## config.mk

```make
export PLATFORM = sky130hd
export DESIGN_NAME = uart_rx_frame
export DESIGN_NICKNAME = d
export VERILOG_FILES = /design/src/rtl/uart_rx_frame.sv
export SDC_FILE = /design/constraint.sdc
export NUM_CORES = 1
export LEC_CHECK = 0
export ABC_AREA = 1
export CORE_AREA = 2 2 53 92
export DETAILED_ROUTE_END_ITERATION = 6
export DIE_AREA = 0 0 55 94
export PLACE_DENSITY = 0.65
export SLEW_MARGIN = 20
export SYNTH_ARGS = -nofsm -noshare
export SYNTH_HDL_FRONTEND = slang
export SYNTH_SLANG_ARGS = --single-unit
export TNS_END_PERCENT = 20
```

## constraint.sdc

```tcl
create_clock -name clk -period 1.7 [get_ports clk]
set_input_delay 0.34 -clock clk [delete_from_list [all_inputs] [get_ports clk]]
set_output_delay 0.34 -clock clk [all_outputs]
set_load 0.05 [all_outputs]
```

## src/rtl/uart_rx_frame.sv

```systemverilog
// UART receiver: start + 8 data (LSB first) + stop, sampled at mid-bit from a synchronized line.
// Optional macro UART_RX_PARITY_EN adds an even-parity bit sampled before the stop bit.
module uart_rx_frame #(
    parameter int CLK_FREQ = 50000000,
    parameter int BAUD     = 9600
) (
    input  logic       clk,
    input  logic       rst_n,
    input  logic       rx,
    output logic [7:0] op_data,
    output logic       op_flag,
    output logic       frame_err,
    output logic       parity_err,
    output logic       busy
);

    localparam int BIT_MAX = CLK_FREQ / BAUD - 1;
    localparam int MID     = BIT_MAX / 2;
    localparam int CW      = (BIT_MAX > 0) ? $clog2(BIT_MAX + 1) : 1;
    localparam logic [CW-1:0] BIT_MAX_C = CW'(BIT_MAX);
    localparam logic [CW-1:0] MID_C     = CW'(MID);

    typedef enum logic [2:0] {
        IDLE,
        START,
        DATA,
`ifdef UART_RX_PARITY_EN
        PARITY,
`endif
        STOP,
        WAIT_HIGH
    } state_e;

    state_e        state_q;
    logic          rx_s1_q, rx_s2_q, rx_hist_q;
    logic [CW-1:0] baud_cnt_q, baud_cnt_d;
    logic [2:0]    bit_cnt_q;
    logic [7:0]    shift_q;
    logic [7:0]    op_data_q;
    logic          op_flag_q, frame_err_q;
`ifdef UART_RX_PARITY_EN
    logic          parity_err_q;
    logic          par_bad_q;
`endif

    logic sample;
    logic cnt_run;

    assign sample = (baud_cnt_q == MID_C);

    // The counter is parked at 0 in IDLE/WAIT_HIGH, including the cycle a frame ends there.
    assign cnt_run = !(state_q inside {IDLE, WAIT_HIGH})
                  && !(sample && (state_q == STOP || (state_q == START && rx_s2_q)));

    // NOTE: combinational next-state gets a default first so no latch is inferred.
    always_comb begin
        baud_cnt_d = '0;
        if (cnt_run && baud_cnt_q != BIT_MAX_C) begin
            baud_cnt_d = baud_cnt_q + CW'(1);
        end
    end

    // NOTE: all state is updated with non-blocking assignments so every flop sees pre-edge values.
    always_ff @(posedge clk or negedge rst_n) begin
        if (!rst_n) begin
            state_q     <= IDLE;
            // NOTE: synchronizer flops reset to the idle-line level so release cannot fake a start edge.
            rx_s1_q     <= 1'b1;
            rx_s2_q     <= 1'b1;
            rx_hist_q   <= 1'b1;
            baud_cnt_q  <= '0;
            bit_cnt_q   <= 3'd0;
            shift_q     <= 8'h00;
            op_data_q   <= 8'h00;
            op_flag_q   <= 1'b0;
            frame_err_q <= 1'b0;
`ifdef UART_RX_PARITY_EN
            parity_err_q <= 1'b0;
            par_bad_q    <= 1'b0;
`endif
        end else begin
            rx_s1_q     <= rx;
            rx_s2_q     <= rx_s1_q;
            rx_hist_q   <= rx_s2_q;
            baud_cnt_q  <= baud_cnt_d;
            op_flag_q   <= 1'b0;
            frame_err_q <= 1'b0;
`ifdef UART_RX_PARITY_EN
            parity_err_q <= 1'b0;
`endif
            case (state_q)
                IDLE: begin
                    if (rx_hist_q && !rx_s2_q) state_q <= START;
                end
                START: begin
                    if (sample) state_q <= rx_s2_q ? IDLE : DATA;
                end
                DATA: begin
                    if (sample) begin
                        shift_q   <= {rx_s2_q, shift_q[7:1]};
                        bit_cnt_q <= bit_cnt_q + 3'd1;
                        if (bit_cnt_q == 3'd7) begin
`ifdef UART_RX_PARITY_EN
                            state_q <= PARITY;
`else
                            state_q <= STOP;
`endif
                        end
                    end
                end
`ifdef UART_RX_PARITY_EN
                PARITY: begin
                    if (sample) begin
                        par_bad_q <= ^{rx_s2_q, shift_q};
                        state_q   <= STOP;
                    end
                end
`endif
                STOP: begin
                    // Leaving at mid-stop lets a back-to-back start edge half a bit later be caught.
                    if (sample) begin
                        if (!rx_s2_q) begin
                            frame_err_q <= 1'b1;
                            state_q     <= WAIT_HIGH;
                        end
`ifdef UART_RX_PARITY_EN
                        else if (par_bad_q) begin
                            parity_err_q <= 1'b1;
                            state_q      <= IDLE;
                        end
`endif
                        else begin
                            op_data_q <= shift_q;
                            op_flag_q <= 1'b1;
                            state_q   <= IDLE;
                        end
                    end
                end
                WAIT_HIGH: begin
                    if (rx_s2_q) state_q <= IDLE;
                end
                default: state_q <= IDLE;
            endcase
        end
    end

    assign op_data   = op_data_q;
    assign op_flag   = op_flag_q;
    assign frame_err = frame_err_q;
    assign busy      = (state_q != IDLE);
`ifdef UART_RX_PARITY_EN
    assign parity_err = parity_err_q;
`else
    assign parity_err = 1'b0;
`endif

endmodule

```

==> qor.yml, run 1 <==
status: "finished clean"
power.density_nw_per_um2: 1066
cts_tree: "yes"
synth_area_leaders: "dfrtp_1, nand2_1, nor2_1"
cp-end-kind: "output pin"
leakage_nw: 1.155
fmax_mhz: 630.7
diodes: 0
critPathArrivalTime_ns: 1.25
num_rows: 32
io_buffers: 13
htreeDepth: 2
finalHoldViolations: 0
wirelength_um: 4270
clock_sinks: 40
vias: 1695
grt_usage: 0.2035
drtAntennaViolNets: 0
area.growth.synth_to_final_pct: 14.79
ios: 15
synth_warnings: 0
cp-startpoint: "state_q[1]$_DFFE_PN0P_"
cap_violations: 0
fin_crit_ns: 1.586
wl_per_cell_um: 12.98
worstReg2RegStart: "state_q[0]$_DFFE_PN0P_"
die_width_um: 55
rsz0062_at_grt: "false"
crit_path_max_fanout: 7
synth_top_area_share: 0.4540
route.detailed.drc: 0
fin_crit_sh: 0.9327
synth_cell_types: 26
grt-ovfl-total: 0
syn_nets: 261
vias_per_cell: 5.152
clk_latency_ns: 0.28
nets: 283
setup_violations: 0
peakVddDrop_mv: 0.6683
drt_first_pass_iters: 4
worst_clock_skew_ns: 0.005013
synth_largest_area_cell: "dfrtp_1"
dieArea_um2: 5170
fillers: 437
avgSynthCellArea_um2: 7.998
cts.clk_slew.worst_paths_ns: 0.07
place_congestion: 0.8172
cts_buffers: 5
core_area_um2: 4404
die_h_um: 94
clock_tree.buffer_depth: 2
synth-seq-area-share: 0.4926
dr.first_iter.drc_count: 52
start_kind: "flop"
holdCritPathClass: "reg2reg"
start_util: 0.4631
grt_max_degree: 27
antenna_found_initial: 0
drive_above_1_share: 0.1655
hpwl_um: 3287
slew_viol_final: 0
synthesis.area_um2: 2039
setup_tns_ns: 0
post-place-cells: 319
syn_inst: 255
crit_required_ns: 1.36
clock-root-buffer: "clkbuf_8"
grt_pass1_vias: 1712
fin_cells: 329
synth-seq-cells: 40
critPathKind: "reg2out"
grt_pass1_wl_um: 7679
hold_start: "rx_s1_q$_DFF_PN1_"
==> synthesized netlist by cell type <==
cell type	number
nand2_2	2
buf_4	3
nand3b_1	1
xnor2_1	1
buf_2	2
nand2_1	68
dfrtp_1	37
ha_1	3
nor2_1	51
a21oi_1	1
o21ai_0	4
nor3_1	8
dfstp_2	3
xor2_1	1
buf_6	2
and3_1	1
nor2_2	3
inv_1	22
nand4_1	13
conb_1	1
nor2_4	2
inv_2	2
nor3_2	5
o21ai_1	2
nand3_1	15
nand3_4	2
==> per-layer routing <==
metal | GRT usage | wire length, um | vias to the layer above
met5 | 0 | 0 | -
met4 | 0.07114 | 104 | 0
met3 | 0.02866 | 101 | 13
met2 | 0.3581 | 2334 | 31
met1 | 0.2403 | 1730 | 790
li1 | - | - | 861
==> critical path: stages, from the launching register on <==
cell,delay (ns)
dfrtp_1,0.46
nor2_1,0.21
nand2_1,0.09
buf_4,0.20
==> path summary, 6_finish.rpt <==
check / to / slack (ns) / cells after the start
max: busy / 0.11 / 3
min: rx_s2_q$_DFF_PN1_ / 0.36 / 0
max reg2reg: shift_q[5]$_DFFE_PN0P_ / 0.17 / 5
min reg2reg: rx_s2_q$_DFF_PN1_ / 0.36 / 0
max in group asynchronous: rx_hist_q$_DFF_PN1_ / 0.67 / 3
min in group asynchronous: baud_cnt_q[11]$_DFF_PN0_ / 0.50 / 2
==> power breakdown <==
part,leakage (nW),internal [mW],switching [mW]
Combinational,0.557,0.202,0.435
Sequential,0.542,1.02,0.0902
Clock,0.0552,0.436,0.315
Total,1.15,1.66,0.840
==> cells in the final DEF, fill, tap and decap left out, types with 2 or more instances in the layout <==
master / netlist / routed
nor3_1: 8 / 8
inv_2: 2 / 2
nor3_2: 5 / 5
ha_1: 3 / 3
o21ai_0: 4 / 4
nor2_4: 2 / 2
o21ai_1: 2 / 2
dfrtp_1: 37 / 37
buf_4: 3 / 18
nand4_1: 13 / 13
nand2_1: 68 / 68
nand3_4: 2 / 2
nand3_1: 15 / 15
dfstp_2: 3 / 3
inv_1: 22 / 22
nor2_1: 51 / 51
nor2_2: 3 / 3
clkbuf_8: 0 / 5
==> what timing repair did <==
action                     in CTS  in global routing
setup endpoints to repair       0                 13
resized for setup               0                  1
hold endpoints to repair       14                  0
setup buffers                   0                  1
hold buffers                    1                  0
==> per-stage QoR <==
step / area (um^2) / hold WS, ns / util / power, mW / worst slack [ns]
detailed placement: 2211 / 0.2827 / 0.5020 / 1.742 / 0.07860
global route: 2341 / 0.3609 / 0.5315 / 2.675 / 0.01259
global placement: 2211 / 0.2816 / 0.5020 / 1.737 / 0.1350
CTS: 2328 / 0.3587 / 0.5287 / 2.502 / 0.06470
finish: 2341 / 0.3575 / 0.5315 / 2.496 / 0.1144
floorplan: 2039 / 0.04441 / - / 1.573 / 0.2530
==> cells by family (layout without fill, tap and decap cells) <==
group	after synthesis	in the layout	synth area share
adder cells (fa/ha/maj)	3	3	0.01841
other	1	1	0.001839
XOR/XNOR	2	2	0.008591
AND/OR/NAND/NOR	171	171	0.3902
AO/OA/AOI/OAI	7	7	0.01718
flip-flops	40	40	0.4926
buffers and inverters	31	54	0.07117
==> area by class of cell <==
cell class	count	area, um^2	area share
Clock buffer	6	72.57	0.03100
Clock inverter	2	35.03	0.01497
Inverter	24	90.09	0.03848
Multi-Input combinational cell	184	894.6	0.3821
Sequential cell	40	1005	0.4292
Tap cell	51	63.81	0.02726
Timing Repair Buffer	22	180.2	0.07696
==> registers in the layout, indices dropped and copies added (netlist names) <==
| name | count |
|---|---|
| baud_cnt_q | 13 |
| op_data | 8 |
| shift_q | 8 |
| bit_cnt_q | 3 |
| state_q | 3 |
| frame_err | 1 |
| op_flag | 1 |
| rx_hist_q | 1 |
| rx_s1_q | 1 |
| rx_s2_q | 1 |
Power figures use the tool's default switching activity.
==> run 2, diff against run 1 <==
--- a/config.mk
+++ b/config.mk
@@ -7,8 +7,11 @@
 export LEC_CHECK = 0
 export ABC_AREA = 1
 export CORE_AREA = 2 2 53 92
+export CTS_BUF_LIST = sky130_fd_sc_hd__clkbuf_4
 export DETAILED_ROUTE_END_ITERATION = 6
 export DIE_AREA = 0 0 55 94
+export GPL_TIMING_DRIVEN = 0
+export HOLD_SLACK_MARGIN = 0.08
 export PLACE_DENSITY = 0.65
 export SLEW_MARGIN = 20
 export SYNTH_ARGS = -nofsm -noshare
==> qor.yml, run 2 (synthesized netlist as in run 1, its figures left out) <==
fmax_mhz: 622.5  # -1.3%
grt_max_degree: 32  # +19%
worstHoldPathCells: 0  # unchanged
die_width_um: 55  # unchanged
start_kind: "flop"
holdCritPathClass: "reg2reg"
hold_start: "rx_s1_q$_DFF_PN1_"
critPathArrivalTime_ns: 1.27  # +0.02 ns
area.growth.synth_to_final_pct: 14.48
antenna_found_initial: 0  # unchanged
worstReg2RegStart: "baud_cnt_q[0]$_DFF_PN0_"
fin_crit_sh: 0.9450  # +0.01226
leakage_nw: 1.163  # +0.69%
wl_per_cell_um: 13.42  # +3.4%
reg2reg_setup_slack_ns: 0.13  # -0.04 ns
crit_path_top_delay_cell: "dfrtp_2"
setup_violations: 0  # unchanged
power.density_nw_per_um2: 1012  # -5.1%
drt_first_pass_iters: 4  # unchanged
critical-path-max-stage-delay_ns: 0.47  # about the same
vias_per_cell: 5.079  # -1.4%
layout_common_cells: "nand2_1, nor2_1, dfrtp_1, inv_1, nand3_1"
post-place-cells: 320  # +0.31%
nets: 283  # unchanged
clock_sinks: 40  # unchanged
worstPathCellList: "nor2_2 -> nand2_1 -> buf_2"
io_buffers: 13  # unchanged
grt_pass1_wl_um: 7576  # -1.3%
cts_buffers: 5  # unchanged
largest_reg_flops: 13  # unchanged
dieArea_um2: 5170  # unchanged
fin_cells: 329  # unchanged
worst_hold_path.endpoint: "rx_s2_q$_DFF_PN1_"
finalHoldViolations: 0  # unchanged
top_register: "baud_cnt_q"
hpwl_um: 3305  # +0.56%
place_congestion: 0.8103  # -0.84%
crit_required_ns: 1.36  # about the same
post-cts-setup-buffers: 0  # unchanged
worst_clock_skew_ns: 0.01371  # +0.008694 ns
power_mw: 2.362  # -5.3%
fin_crit_ns: 1.606  # +0.02085 ns
clock-root-buffer: "clkbuf_4"
start_util: 0.4631  # unchanged
cp-end-kind: "output pin"
reg2regPathDepth: 7  # +2
dr.first_iter.drc_count: 36  # -31%
slew_headroom: 0.6619
status: "finished clean"
reg2reg_to: "shift_q[4]$_DFFE_PN0P_"
worst_pin_slew_ns: 0.5092
route.detailed.drc: 0  # unchanged
wirelength_um: 4416  # +3.4%
peakVddDrop_mv: 0.7268  # +8.7%
grt_pass1_vias: 1649  # -3.7%
htreeDepth: 2  # unchanged
grt-ovfl-total: 0  # unchanged
die_h_um: 94  # unchanged
drive_above_1_share: 0.1439  # -0.02158
cts_tree: "yes"
final_common_cell: "nand2_1"
core_area_um2: 4404  # unchanged
vias: 1671  # -1.4%
critPathKind: "reg2out"
drtAntennaViolNets: 0  # unchanged
clock_tree.buffer_depth: 2  # unchanged
setup_tns_ns: 0  # unchanged
crit_path_max_fanout: 7  # unchanged
num_rows: 32  # unchanged
clk_latency_ns: 0.34  # +0.06 ns
cts.clk_slew.worst_paths_ns: 0.12  # +0.05 ns
ios: 15  # unchanged
slew_viol_final: 0  # unchanged
rsz0062_at_grt: "false"
grt_usage: 0.2063  # +0.002718
diodes: 0  # unchanged
cap_violations: 0  # unchanged
run 2: cell count changes in the layout (fill, tap and decap cells not counted), sizes merged:
cell         delta
dlygate4sd2    +10
clkinv          +1
buf            -10
clkbuf          -1
run 2: final cells by class:
type	count	area [um^2]
Multi-Input combinational cell	184	904.6
Tap cell	51	63.81
Clock buffer	5	37.54
Inverter	24	90.09
Timing Repair Buffer	15	137.6
Buffer	7	55.05
Fill cell	458	2069
Sequential cell	40	1008
Clock inverter	3	37.54
run 2: stage by stage:
stage               cell area, um^2    util  setup WS, ns  hold slack, ns
finish                         2335  0.5301       0.09355          0.3686
global route                   2335  0.5301      0.008063          0.3688
CTS                            2323  0.5276       -0.1984          0.3701
detailed placement             2248  0.5105      -0.09330          0.2320
global placement               2233  0.5071       -0.7998          0.3467
floorplan                      2039       -        0.2530         0.04441
run 2: where the power goes:
part	internal, mW	switching, mW	leakage, nW
registers	1.03	0.106	0.539
clock network	0.301	0.308	0.0403
logic	0.194	0.429	0.584
total	1.52	0.843	1.16
run 2: metal layers:
| layer | share of wire | vias to the layer above | GRT usage |
|---|---|---|---|
| li1 | - | 854 | - |
| met1 | 0.39 | 771 | 0.2283 |
| met2 | 0.54 | 31 | 0.3581 |
| met3 | 0.023 | 15 | 0.03344 |
| met4 | 0.041 | 0 | 0.1057 |
| met5 | 0 | - | 0 |
run 2: worst max-delay path by stage:
stage | from | endpoint | slack [ns] | cells past startpoint
2_1_floorplan | baud_cnt_q[0]$_DFF_PN0_ | shift_q[0]$_DFFE_PN0P_ | 0.25 | 7
3_3_place_gp | rst_n | shift_q[5]$_DFFE_PN0P_ | -0.80 | 1
3_5_place_dp | baud_cnt_q[0]$_DFF_PN0_ | shift_q[4]$_DFFE_PN0P_ | -0.09 | 7
4_1_cts | state_q[1]$_DFFE_PN0P_ | busy | -0.20 | 3
5_1_grt | state_q[1]$_DFFE_PN0P_ | busy | 0.008 | 3
6_report | state_q[1]$_DFFE_PN0P_ | busy | 0.09 | 3
run 2: repair_timing:
item                       in CTS  in global routing
hold endpoints to repair        9                  0
setup endpoints to repair      40                 23
gates resized for setup        13                  7
hold buffers                    1                  0
run 2: worst max-delay path, delay by kind of cell (launching register included):
family / cells / cell delay (ns)
buf+inv: 1 / 0.21
flops: 1 / 0.47
simple gates: 2 / 0.24
